[config.mk]
export PLATFORM = sky130hd
export DESIGN_NAME = prog_delay_line
export DESIGN_NICKNAME = d
export VERILOG_FILES = /design/src/rtl/prog_delay_line.sv
export SDC_FILE = /design/constraint.sdc
export NUM_CORES = 1
export LEC_CHECK = 0
export ABC_AREA = 1
export BUFFER_PORTS_ARGS = -buffer_cell sky130_fd_sc_hd__buf_2
export CAP_MARGIN = 0
export CORE_MARGIN = 5
export CORE_UTILIZATION = 60
export CTS_BUF_LIST = sky130_fd_sc_hd__clkbuf_4
export DETAILED_ROUTE_END_ITERATION = 16
export GPL_TIMING_DRIVEN = 0
export PLACE_DENSITY = 0.81
export SLEW_MARGIN = 0
export SYNTH_ARGS = -nofsm -noshare
export SYNTH_HDL_FRONTEND = slang
export SYNTH_SLANG_ARGS = --single-unit
[constraint.sdc]
create_clock -name clk_i -period 12.84 [get_ports clk_i]
set_input_delay 3.21 -clock clk_i [delete_from_list [all_inputs] [get_ports clk_i]]
set_output_delay 3.21 -clock clk_i [all_outputs]
set_load 0.01 [all_outputs]
[src/rtl/prog_delay_line.sv]
// Runtime-programmable, stallable delay line for a data word plus valid qualifier.
// A delay load flushes in-flight valids and reports refill progress on busy_o.
module prog_delay_line #(
  parameter int unsigned SIGNAL_WIDTH = 8,
  parameter int unsigned MAX_DELAY    = 16,
  parameter int unsigned DLY_W        = $clog2(MAX_DELAY + 1)
) (
  input  logic                    clk_i,
  input  logic                    rst_i,
  input  logic                    en_i,
  input  logic                    valid_i,
  input  logic [SIGNAL_WIDTH-1:0] data_i,
  input  logic [DLY_W-1:0]        delay_i,
  input  logic                    delay_load_i,
  output logic                    valid_o,
  output logic [SIGNAL_WIDTH-1:0] data_o,
  output logic [DLY_W-1:0]        delay_o,
  output logic                    busy_o,
  output logic                    clamp_o
);

  localparam int unsigned IDX_W = (MAX_DELAY > 1) ? $clog2(MAX_DELAY) : 1;

  logic [MAX_DELAY-1:0]    vld_q;
  logic [MAX_DELAY-1:0]    vld_d;
  logic [SIGNAL_WIDTH-1:0] dat_q [MAX_DELAY];
  logic [DLY_W-1:0]        delay_q;
  logic [DLY_W-1:0]        delay_new;
  logic [DLY_W-1:0]        cnt_q;
  logic [DLY_W-1:0]        cnt_d;
  logic                    clamp_q;
  logic                    over_max;
  logic [IDX_W-1:0]        tap_idx;

  // Requested delay saturated to the number of physical stages.
  always_comb begin
    over_max  = (delay_i > DLY_W'(MAX_DELAY));
    delay_new = over_max ? DLY_W'(MAX_DELAY) : delay_i;
  end

  // Valid shift; a load drops all history but keeps the sample entering this cycle.
  always_comb begin
    vld_d = vld_q;
    if (en_i) begin
      vld_d[0] = valid_i;
      for (int unsigned k = 1; k < MAX_DELAY; k++) begin
        vld_d[k] = vld_q[k-1];
      end
    end
    if (delay_load_i) begin
      vld_d    = '0;
      vld_d[0] = en_i & valid_i;
    end
  end

  // Refill counter: advances still needed before the tap shows post-load samples.
  always_comb begin
    cnt_d = cnt_q;
    if (delay_load_i) begin
      if (delay_new == '0) begin
        cnt_d = '0;
      end else if (en_i) begin
        cnt_d = delay_new - DLY_W'(1);
      end else begin
        cnt_d = delay_new;
      end
    end else if (en_i && (cnt_q != '0)) begin
      cnt_d = cnt_q - DLY_W'(1);
    end
  end

  always_ff @(posedge clk_i) begin
    if (rst_i) begin
      vld_q   <= '0;
      delay_q <= DLY_W'(MAX_DELAY);
      cnt_q   <= '0;
      clamp_q <= 1'b0;
      for (int unsigned k = 0; k < MAX_DELAY; k++) begin
        dat_q[k] <= '0;
      end
    end else begin
      vld_q   <= vld_d;
      cnt_q   <= cnt_d;
      clamp_q <= delay_load_i & over_max;
      if (delay_load_i) begin
        delay_q <= delay_new;
      end
      if (en_i) begin
        dat_q[0] <= data_i;
        for (int unsigned k = 1; k < MAX_DELAY; k++) begin
          dat_q[k] <= dat_q[k-1];
        end
      end
    end
  end

  // Output tap; delay 0 is a pure combinational bypass.
  always_comb begin
    tap_idx = IDX_W'(delay_q - DLY_W'(1));
    if (delay_q == '0) begin
      data_o  = data_i;
      valid_o = valid_i & en_i;
    end else begin
      data_o  = dat_q[tap_idx];
      valid_o = vld_q[tap_idx];
    end
  end

  assign delay_o = delay_q;
  assign busy_o  = (cnt_q != '0);
  assign clamp_o = clamp_q;

endmodule

# Word level (Yosys, flattened, before mapping)
# Memory sizes are Yosys's and may differ from the RTL's.
# Cells that the tools add are included.
# totals
inputBits	18
n_memories	1
register_bits	27
elab_cells	68
mem_bits_rw	128
# op_classes
magnitude_cmp	2
bitwise_logic	18
add_sub_neg	3
n_reduce_logical	7
muxes	32
# mem_list
memory	words	word_bits	read_ports	rd_clocked_by_memory_dff	write_ports	line	source
dat_q	16	8	16	0	16	26	logic [SIGNAL_WIDTH-1:0] dat_q [MAX_DELAY];
# ops
operator	count
8-bit two-way mux	17
5-bit two-way mux	5
1-bit OR	16
5-bit zero test	2
5-bit by 1-bit subtractor with 5-bit output, second input constant	2
1-bit two-way mux	9
5-bit > comparator, second input constant	1
4-bit by 5-bit less-than comparator with 1-bit output, second input constant	1
5-bit nonzero test	1
1-bit binary-select mux with 4-bit select	1
2-bit nonzero test	2
4-bit by 1-bit subtractor with 4-bit output, second input constant	1
1-bit AND	2
2-bit OR reduction	1
1-bit logical AND	1

# Logic depth before layout (Yosys ltp)
# depth
word_depth	6
depth_mapped	13
ltp_nobuf	9

# Least setup slack after synthesis
# OpenSTA, ideal clock, no wires.
# synth_timing
path_kind	input-to-output
start	in en_i
end	out valid_o
path_slack_ns	5.687
cell_stages	4
t_arrival_ns	3.943
n_path_buf	2
path_cell_list	clkbuf_1 -> clkbuf_1 -> nand3_1 -> nand2_1
# synth_via
elab_chain_len	2
# synth_rtl
item	line	source
from (decl)	10	input logic en_i,
1-bit AND	102	valid_o = valid_i & en_i;
1-bit two-way mux	100	if (delay_q == '0) begin
to (decl)	15	output logic valid_o,
# No other way between the ends.

# Worst setup path in the final report
# Same ends and word-level chain as after synthesis.

==> results.tsv <==
stage	metric	value	unit
critical_path	cp_common_cell	clkbuf_1	
timing	fin_crit	7540	ps
route	wirelength	17600	um
power	power_density	131	nW/um^2
yosys	synth_seq_cells	155	
floorplan	initial_utilization	60.5	%
timing	fmaxAchievable	0.133	GHz
timing	fin_worst_skew	20.8	ps
final_layout	regArea	4380	um^2
yosys	synth_most_common_cell	nand2_1	
critical_path	crit_path_end_kind	primary output	
timing	tns	0	ps
clock_tree	cts-root-buf	clkbuf_4	
critical_path	critical_path_arrival	4330	ps
floorplan	dieArea	15000	um^2
critical_path	cp.required	9630	ps
final_layout	nets	987	
clock_tree	htreeDepth	4	
run_status	status	complete, no violations	
clock_tree	post_cts_buffers	0	
floorplan	die_w	122	um
yosys	syn-num-nets	936	
global_routing	grt_util_all_layers	24.2	%
clock_tree	clk_latency	580	ps
timing	finalCritPeriodShare	58.8	%
yosys	synth-edff-count	128	
critical_path	crit_path_max_incr_delay	440	ps
power	ir_drop	0.000126	V
yosys	yosysTopAreaCellShare	50.8	%
yosys	synthTopCellsByArea	edfxtp_1, nand2_1, nand3_1	
global_routing	grt_max_degree	71	
critical_path	worst_setup_path_start_kind	input pin	
route	drt_iter0_drc	748	
route	drc	0	
clock_tree	cts_resized	0	
clock_tree	clkTransAtPathRegs	120	ps
yosys	synth_top_area_cell	edfxtp_1	
place	placed_cell_area	7970	um^2
clock_tree	cts_buffers	17	
yosys	synth_flop_cell	edfxtp_1	
yosys	postSynthAreaPerCell	8.27	um^2
route	vias	6070	
route	ant_nets	0	
global_routing	grt_overflow	0	
timing	max_slew_margin	44.1	%
clock_tree	tritoncts	done	
route	via_per_inst	5.27	
place	hpwlAfterDp	12200	um
floorplan	core.rowCount	41	
timing	setup_viol	0	
timing	rsz0062_at_grt	false	
flow_run	maxCapViolCount	0	
floorplan	num_io_pins	34	
final_layout	diodes	0	
min_path	hp-class	flop to flop	
yosys	synth_warnings	0	
timing	tightest_slew	839	ps
yosys	post_synth_inst_count	915	
yosys	synth.distinct_cells	23	
critical_path	crit_chain	clkbuf_1 -> clkbuf_1 -> nand3_1 -> nand2_1 -> buf_2	
global_routing	grt_pass1_wl	27700	um
route	routedWlPerCell	15.3	um
final_layout	n_fill_cell	1064	
yosys	synthTopCellsByCount	nand2_1, inv_1, nor2_1	
yosys	async_flop_share	0	%
final_layout	multi_input_area	2400	um^2
floorplan	die_y	122	um
critical_path	critPathKind	input pin to primary output	
yosys	synth-seq-area-share	57.9	%
place	gp_congestion	0.875	
clock_tree	cts_buffer_depth	2	
power	power.leakage	0.00372	uW
timing	drv_slew	0	
yosys	syn_area	7570	um^2
critical_path	crit_path_top_delay_cell	clkbuf_1	
global_routing	grt_pass1_vias	5667	
final_layout	drive_gt1_share	8.27	%
route	drt_first_pass_iters	6	
critical_path	critPathMaxFanout	10	
final_layout	area_growth	9.56	%
global_routing	antenna_found_initial	0	
clock_tree	postCtsHoldBufs	0	
timing	hold_violations	0	
clock_tree	clock_sinks	155	
floorplan	coreArea	12500	um^2
place	portBuffers	31	
final_layout	final_cell_area	8290	um^2
report_power, final:
part / switching, uW / leakage [uW] / internal, uW / total [uW]
Sequential: 10.1 / 0.00164 / 578 / 588
Combinational: 114 / 0.00192 / 49.3 / 163
Clock: 175 / 0.000162 / 157 / 332
Total: 299 / 0.00372 / 784 / 1080
per-layer routing:
layer  global-route usage, %  routed length, um  vias up
met5                       0                  0        -
met2                    40.9               8680      246
li1                        -                  -     2983
met3                    5.76               1290       40
met4                    8.40                364        0
met1                    30.6               7250     2801
layout by cell type, fill, tap and decap left out, types with 3 or more instances in the layout:
master,synthesis,layout
dfxtp_1,27,27
clkinv_1,3,4
bufinv_16,0,4
a21oi_1,22,22
clkbuf_4,0,19
o21ai_0,27,27
ha_1,3,3
nand3_1,125,125
buf_2,14,45
nand2_1,209,208
clkinv_2,0,3
edfxtp_1,128,128
clkinvlp_4,0,3
inv_1,157,157
nor2_1,157,157
clkbuf_1,28,28
o22ai_1,3,3
critical path, delay by kind of cell:
kind / cells / cell delay, ps
simple gates: 2 / 240
buf+inv: 3 / 880
worst paths after layout:
check | start | end | slack (ps) | depth (start not counted)
worst max register to register | cnt_q[0] | cnt_q[4] | 11360 | 8
worst min register to register | vld_q[11] | vld_q[11] | 480 | 2
worst min-delay path | vld_q[11] | vld_q[11] | 480 | 2
worst max-delay path | en_i | valid_o | 5300 | 5
registers in the layout, summed over array words and instances, names as in the netlist:
signal,count
dat_q,128
vld_q,16
cnt_q,5
delay_o,5
clamp_o,1
area by class of cell:
class                   instances  area share [%]
plain buffers                  45            2.34
clock inverters                13            2.11
clock buffers                  19            1.72
inverters                     160            7.24
multi-input cells             555            28.9
repair buffers                 32            2.20
flip-flops and latches        155            52.9
well taps                     172            2.60
stage by stage:
stage / total power, uW / setup WS (ps) / util (%) / cells / hold WS, ps
after floorplan: 707 / 5690 / - / 915 / 440
after global placement: 757 / 4690 / 63.4 / 1118 / 456
after detailed placement: 760 / 5320 / 63.7 / 1119 / 456
after CTS: 1080 / 5310 / 66.2 / 1151 / 477
after global routing: 1130 / 5200 / 66.2 / 1151 / 498
final: 1080 / 5300 / 66.2 / 1151 / 475
cells by family after synthesis:
group / Yosys count / share of synthesized area [%]
DFF: 155 / 57.9
AOI/OAI and AO/OA: 56 / 3.90
and+or+nand+nor: 492 / 26.5
adders and majority gates: 3 / 0.496
xor gates and xnor gates: 4 / 0.662
buffers and inverters: 205 / 10.5
(Power assumes the default switching activity.)
